**src/rtl/iter_shifter.sv**
```systemverilog
// Sequential shift/rotate unit: SLL, SRL, SRA and ROR applied one bit per clock
// behind a start/busy/done handshake; result is read straight from the shift register.
module iter_shifter #(
    parameter  int WIDTH = 32,
    localparam int SHW   = $clog2(WIDTH)
) (
    input  logic             clk,
    input  logic             rst_n,
    input  logic             start,
    input  logic [WIDTH-1:0] a,
    input  logic [SHW-1:0]   shamt,
    input  logic [1:0]       op,
    output logic             busy,
    output logic             done,
    output logic [WIDTH-1:0] result
);

    typedef enum logic [1:0] {
        IDLE  = 2'd0,
        SHIFT = 2'd1,
        DONE  = 2'd2
    } state_t;

    typedef enum logic [1:0] {
        OP_SLL = 2'b00,
        OP_SRL = 2'b01,
        OP_SRA = 2'b10,
        OP_ROR = 2'b11
    } shift_op_t;

    state_t           state;
    state_t           next_state;
    shift_op_t        op_q;
    logic [WIDTH-1:0] sreg;
    logic [WIDTH-1:0] step_val;
    logic [SHW-1:0]   count;

    always_comb begin
        step_val = sreg;
        case (op_q)
            OP_SLL:  step_val = {sreg[WIDTH-2:0], 1'b0};
            OP_SRL:  step_val = {1'b0, sreg[WIDTH-1:1]};
            OP_SRA:  step_val = {sreg[WIDTH-1], sreg[WIDTH-1:1]};
            OP_ROR:  step_val = {sreg[0], sreg[WIDTH-1:1]};
            default: step_val = sreg;
        endcase
    end

    // A zero shift amount skips SHIFT entirely so done follows acceptance by one edge.
    always_comb begin
        next_state = state;
        case (state)
            IDLE: begin
                if (start) begin
                    next_state = (shamt == '0) ? DONE : SHIFT;
                end
            end
            SHIFT: begin
                if (count == SHW'(1)) begin
                    next_state = DONE;
                end
            end
            DONE:    next_state = IDLE;
            default: next_state = IDLE;
        endcase
    end

    always_ff @(posedge clk or negedge rst_n) begin
        if (!rst_n) begin
            state <= IDLE;
            sreg  <= '0;
            count <= '0;
            op_q  <= OP_SLL;
        end else begin
            state <= next_state;
            case (state)
                IDLE: begin
                    if (start) begin
                        sreg  <= a;
                        count <= shamt;
                        op_q  <= shift_op_t'(op);
                    end
                end
                SHIFT: begin
                    sreg  <= step_val;
                    count <= count - SHW'(1);
                end
                default: begin
                end
            endcase
        end
    end

    assign busy   = (state != IDLE);
    assign done   = (state == DONE);
    assign result = sreg;

endmodule

```
**config.mk**
```make
export PLATFORM = sky130hd
export DESIGN_NAME = iter_shifter
export DESIGN_NICKNAME = d
export VERILOG_FILES = /design/src/rtl/iter_shifter.sv
export SDC_FILE = /design/constraint.sdc
export NUM_CORES = 1
export LEC_CHECK = 0
export CORE_MARGIN = 2
export CORE_UTILIZATION = 50
export DETAILED_ROUTE_END_ITERATION = 10
export PLACE_DENSITY = 0.95
export SYNTH_ARGS = -nofsm -noshare
export SYNTH_HDL_FRONTEND = slang
export SYNTH_SLANG_ARGS = --single-unit
export TNS_END_PERCENT = 50
```
**constraint.sdc**
```tcl
create_clock -name clk -period 3 [get_ports clk]
set_input_delay 0.6 -clock clk [delete_from_list [all_inputs] [get_ports clk]]
set_output_delay 0.6 -clock clk [all_outputs]
set_load 0.005 [all_outputs]
```
==> results of run 1 <==
==> power breakdown <==
group          total [mW]  internal (mW)  switching [mW]
sequential           1.19          0.854           0.333
clock               0.395          0.208           0.187
combinational        2.13           1.09            1.05
total                3.72           2.15            1.57
==> cell usage in the layout, fill, tap and decap left out, drive strengths merged, types with 2 or more instances in the layout <==
cell	Yosys	routed
a211oi	31	31
nand2	44	44
mux2i	2	2
a2bb2oi	2	2
o21ai	62	62
o211ai	2	2
nor2b	2	2
or4	2	2
o21a	30	30
buf	18	6
inv	3	3
nand3	3	3
clkdlybuf4s50	0	74
ha	2	2
clkbuf	9	7
dfrtp	41	41
o21bai	2	2
==> how the worst min path moves through the flow <==
stage,from,end,cells past startpoint
global route,rst_n,result[16],1
CTS,rst_n,result[9],1
finish,rst_n,result[9],1
floorplan,rst_n,count[0],0
detailed placement,result[16],result[16],2
global placement,result[16],result[16],2
==> layer usage <==
layer	part of all wire, %	routed length, µm	track usage [%]	vias up
li1	-	-	-	1114
met1	43	2650	30.5	1108
met2	48	2990	39.4	121
met3	7.6	472	5.11	14
met4	1.5	91	6.58	0
met5	0	0	0	-
==> layout make-up <==
type | instances | area [µm²] | share of cell area (%)
Timing Repair Buffer | 80 | 796 | 24.8
Clock inverter | 1 | 5.00 | 0.156
Tap cell | 54 | 67.6 | 2.10
Inverter | 3 | 11.3 | 0.350
Clock buffer | 7 | 96.3 | 3.00
Sequential cell | 41 | 1030 | 31.9
Multi-Input combinational cell | 202 | 1210 | 37.7
==> critical path, delay by kind of cell (launching register included) <==
family,cells,cell delay (ns)
AND/OR/NAND/NOR,1,0.34
buffers and inverters,1,0.45
flip-flops,1,0.55
==> metrics by stage <==
step / setup slack (ns) / total power, mW / instance area [µm²] / std cells
detailed placement: 0.852 / 3.30 / 3110 / 380
finish: 0.779 / 3.72 / 3210 / 388
floorplan: 1.52 / 2.49 / 2380 / 273
global route: 0.721 / 4.00 / 3210 / 388
CTS: 0.774 / 3.70 / 3210 / 388
global placement: 0.898 / 3.21 / 3110 / 380
==> registers in the layout, indices dropped and copies added, names as in the netlist <==
signal  cells
op_q        2
state       2
count       5
result     32
==> logic make-up after synthesis <==
family | count (synthesis) | share of synthesized area, %
compound gates | 137 | 37.2
simple gates | 61 | 11.8
flops | 41 | 43.2
buf+inv | 30 | 5.95
mux | 2 | 0.842
fa+ha+maj | 2 | 1.05
==> flow_metrics.py, run 1 <==
metrics = {
    "synth": {
        "synth.top_cell.area_share_pct": 43.2,
        "synth_area_per_cell_um2": 8.71,
        "synth_edf_count": 0,
        "ys_types": 37,
        "synthCells": 273,
        "async_flop_share_pct": 100,
        "synth_area_leaders": "dfrtp_1 (43%), a211oi_1 (9.8%), o21a_1 (9.5%)",
        "synth_top_cell_by_area": "dfrtp_1",
        "synth.top_cells.by_count": "nand2_1 (44), dfrtp_1 (41), o21ai_1 (34), a211oi_1 (31), o21a_1 (30)",
        "ys_seq_area_share_pct": 43.2,
        "synthFlopType": "dfrtp_1",
        "syn-num-nets": 317,
        "yosys_warnings": 0,
        "syn_area_um2": 2380,
        "synth_seq_cells": 41,
        "yosys.cell_count.top_type": "nand2_1",
    },
    "pwr": {
        "power_density_nw_per_um2": 1160,
        "ir_drop_mv": 0.478,
        "power_leakage_nw": 1.25,
    },
    "timing": {
        "setup_viol": 0,
        "fin_worst_hold_slack_ns": 0.437,
        "fin_worst_skew_ns": 0.00843,
        "post-route-period-util_pct": 74.0,
        "final-hold-violation-count": 0,
        "fin_tns_setup_ns": 0,
        "slew_viol_final": 0,
        "fin_crit_ns": 2.22,
        "worst_slew_pin_slew_ns": 0.975,
        "clock.fmax_mhz": 450,
        "slew_headroom_pct": 35.0,
        "rsz0062_at_grt": "false",
    },
    "global_routing": {
        "grt_pass1_wl_mm": 9.92,
        "grt_max_degree": 42,
        "grt_overflow": 0,
        "globalRouteTotalUtil_pct": 23.4,
        "antenna_found_initial": 0,
        "first_global_vias": 2148,
    },
    "clock_network": {
        "root_buffer": "clkbuf_8",
        "htree_levels": 2,
        "clock_sinks": 41,
        "clk_path_buf_depth": 2,
        "clock_latency_ns": 0.29,
        "cts_tree": "yes",
        "path_clk_slew_ns": 0.08,
        "cts_resized": 0,
        "hold_buffers": 0,
        "cts_buffers": 5,
        "post_cts_buffers": 0,
    },
    "detailed_routing": {
        "antenna_left": 0,
        "drc_errors": 0,
        "vias_per_cell": 6.07,
        "drt_iter0_markers": 203,
        "routed_wl_mm": 6.20,
        "wire_per_inst_um": 16.0,
        "vias": 2357,
        "drt_first_pass_iters": 5,
    },
    "setup_path": {
        "critPathCaptureType": "output port",
        "r2r_setup_slack_ns": 1.07,
        "worstSetupPathType": "flop to output port",
        "required_ns": 2.40,
        "critPathSlowestCell": "dfrtp_1",
        "worstPathMaxFanout": 15,
        "cp-start-kind": "flop",
        "cp_cell_sequence": "or2_2, clkdlybuf4s50_1",
        "timing.rr.end": "result[16]",
        "critPathLaunch": "state[0]",
        "ff2ff_path_depth": 3,
        "cp.arrival_ns": 1.62,
        "cp-endpoint": "busy",
        "critPathMaxStageDelay_ns": 0.55,
        "r2r_start": "state[0]",
    },
    "floorplanning": {
        "pin_count": 76,
        "start_util_pct": 51.0,
        "core_area_um2": 4660,
        "die_h_um": 73.0,
        "num_rows": 25,
        "die-area_um2": 5320,
        "die_w_um": 73.0,
    },
    "layout": {
        "antennaDiodeCount": 0,
        "drive_above_1_share_pct": 5.69,
        "fillers": 344,
        "final_nets": 377,
        "post-route-util_pct": 69.0,
        "syn_to_final_growth_pct": 35.2,
    },
    "worst_hold_path": {
        "min_path_type": "primary input to asynchronous set/reset pin",
    },
    "placed_design": {
        "portBuffers": 75,
        "gp_congestion": 0.838,
        "hpwl_mm": 4.07,
    },
    "job": {
        "max_cap_violations": 0,
    },
    "status": {
        "status": "completed",
    },
}
Note: power is estimated with default switching activity, not from simulation.
==> run 2, diff against run 1 <==
CORE_UTILIZATION = 42   (was 50)
PLACE_DENSITY = 0.88   (was 0.95)
clock period = 2 ns   (was 3 ns; I/O delays follow)
==> flow_metrics.py, run 2 (synthesis results as in run 1) <==
metrics = {
    "timing": {
        "fin_tns_setup_ns": 0,
        "clock.fmax_mhz": 523,
        "final-hold-violation-count": 0,
        "rsz0062_at_grt": "false",
        "fin_crit_ns": 1.91,
        "setup_viol": 0,
        "fin_worst_skew_ns": 0.00198,
        "slew_viol_final": 0,
        "slew_headroom_pct": 75.3,
        "worst_slew_pin_slew_ns": 0.371,
        "post-route-period-util_pct": 95.5,
    },
    "job": {
        "max_cap_violations": 0,
    },
    "status": {
        "status": "completed",
    },
    "global_routing": {
        "globalRouteTotalUtil_pct": 20.8,
        "grt_pass1_wl_mm": 10.4,
        "grt_max_degree": 33,
        "grt_overflow": 0,
        "antenna_found_initial": 0,
        "first_global_vias": 2201,
    },
    "setup_path": {
        "critPathCaptureType": "output port",
        "r2r_start": "state[0]",
        "cp.arrival_ns": 1.51,
        "critPathSlowestCell": "dfrtp_1",
        "worstPathMaxFanout": 7,
        "ff2ff_path_depth": 4,
        "worstSetupPathType": "flop to output port",
        "cp-start-kind": "flop",
        "cp_cell_sequence": "or2_2, clkdlybuf4s50_1",
        "timing.rr.end": "count[1]",
        "critPathMaxStageDelay_ns": 0.47,
        "r2r_setup_slack_ns": 0.45,
        "required_ns": 1.60,
    },
    "floorplanning": {
        "num_rows": 27,
        "die-area_um2": 6280,
        "core_area_um2": 5470,
        "die_w_um": 79.2,
        "die_h_um": 79.2,
        "pin_count": 76,
        "start_util_pct": 43.4,
    },
    "layout": {
        "drive_above_1_share_pct": 7.56,
        "multi_input_area_um2": 1210,
        "ff_latch_area_um2": 1030,
        "layout_commonest_cell": "clkdlybuf4s50_1",
        "post-route-util_pct": 60.4,
        "mostFrequentLayoutCells": "clkdlybuf4s50_1 (74), nand2_1 (44), dfrtp_1 (41), o21ai_1 (34), a211oi_1 (31)",
        "final_nets": 387,
        "antennaDiodeCount": 0,
        "largest_reg_flops": 32,
        "syn_to_final_growth_pct": 38.9,
        "fillers": 493,
    },
    "clock_network": {
        "clock_latency_ns": 0.29,
        "cts_resized": 0,
        "root_buffer": "clkbuf_8",
        "post_cts_buffers": 0,
        "cts_buffers": 5,
        "hold_buffers": 0,
        "htree_levels": 2,
        "path_clk_slew_ns": 0.08,
        "clk_path_buf_depth": 2,
        "cts_tree": "yes",
        "clock_sinks": 41,
    },
    "detailed_routing": {
        "drc_errors": 0,
        "vias": 2297,
        "drt_iter0_markers": 156,
        "drt_first_pass_iters": 4,
        "antenna_left": 0,
        "vias_per_cell": 5.52,
        "routed_wl_mm": 6.22,
        "wire_per_inst_um": 15.0,
    },
    "worst_hold_path": {
        "min_path_type": "primary input to asynchronous set/reset pin",
    },
    "placed_design": {
        "gp_congestion": 0.811,
        "hpwl_mm": 4.51,
        "portBuffers": 75,
    },
    "pwr": {
        "power_density_nw_per_um2": 1700,
        "ir_drop_mv": 1.40,
        "power_mw": 5.63,
        "power_leakage_nw": 1.29,
    },
}
-- run 2: changes by cell type in the layout (fill, tap and decap cells not counted), sizes merged --
cell	change
clkinv	-1
buf	+10
clkbuf	+1
-- run 2: worst max path at each step --
stage | from | endpoint | depth (start not counted)
6_report | state[0] | busy | 2
3_3_place_gp | start | count[1] | 4
4_1_cts | state[0] | busy | 2
2_1_floorplan | state[1] | count[1] | 5
3_5_place_dp | start | count[1] | 4
5_1_grt | state[0] | busy | 2
-- run 2: worst max-delay path: cells and delay by family (launching register included) --
family                 cells  cell delay [ns]
AND/OR/NAND/NOR            1             0.31
buffers and inverters      1             0.45
flip-flops                 1             0.47
-- run 2: cell type report --
type | count | area share, %
inverters | 3 | 0.341
repair buffers | 90 | 26.7
flip-flops and latches | 41 | 31.1
multi-input cells | 202 | 36.7
clock buffers | 8 | 2.42
well taps | 72 | 2.73
-- run 2: per-layer routing --
layer,global-route usage [%],vias up,part of all wire [%]
met5,0,-,0
li1,-,1135,-
met3,4.66,9,6.6
met4,5.52,0,1.1
met1,27.4,1076,44
met2,34.4,77,48
-- run 2: report_power, final --
| part | internal [mW] | switching, mW | total, mW |
|---|---|---|---|
| Combinational | 1.76 | 1.56 | 3.32 |
| Clock | 0.248 | 0.273 | 0.521 |
| Sequential | 1.28 | 0.509 | 1.79 |
-- run 2: through the flow --
step / hold slack (ns) / setup WS (ns) / instance area, µm² / cells
2_1_floorplan: 0.104 / 0.675 / 2380 / 273
3_3_place_gp: 0.337 / 0.191 / 3220 / 408
3_5_place_dp: 0.338 / 0.139 / 3220 / 408
4_1_cts: 0.0239 / 0.0867 / 3300 / 416
5_1_grt: 0.0303 / 0.0320 / 3300 / 416
6_report: 0.0148 / 0.0894 / 3300 / 416
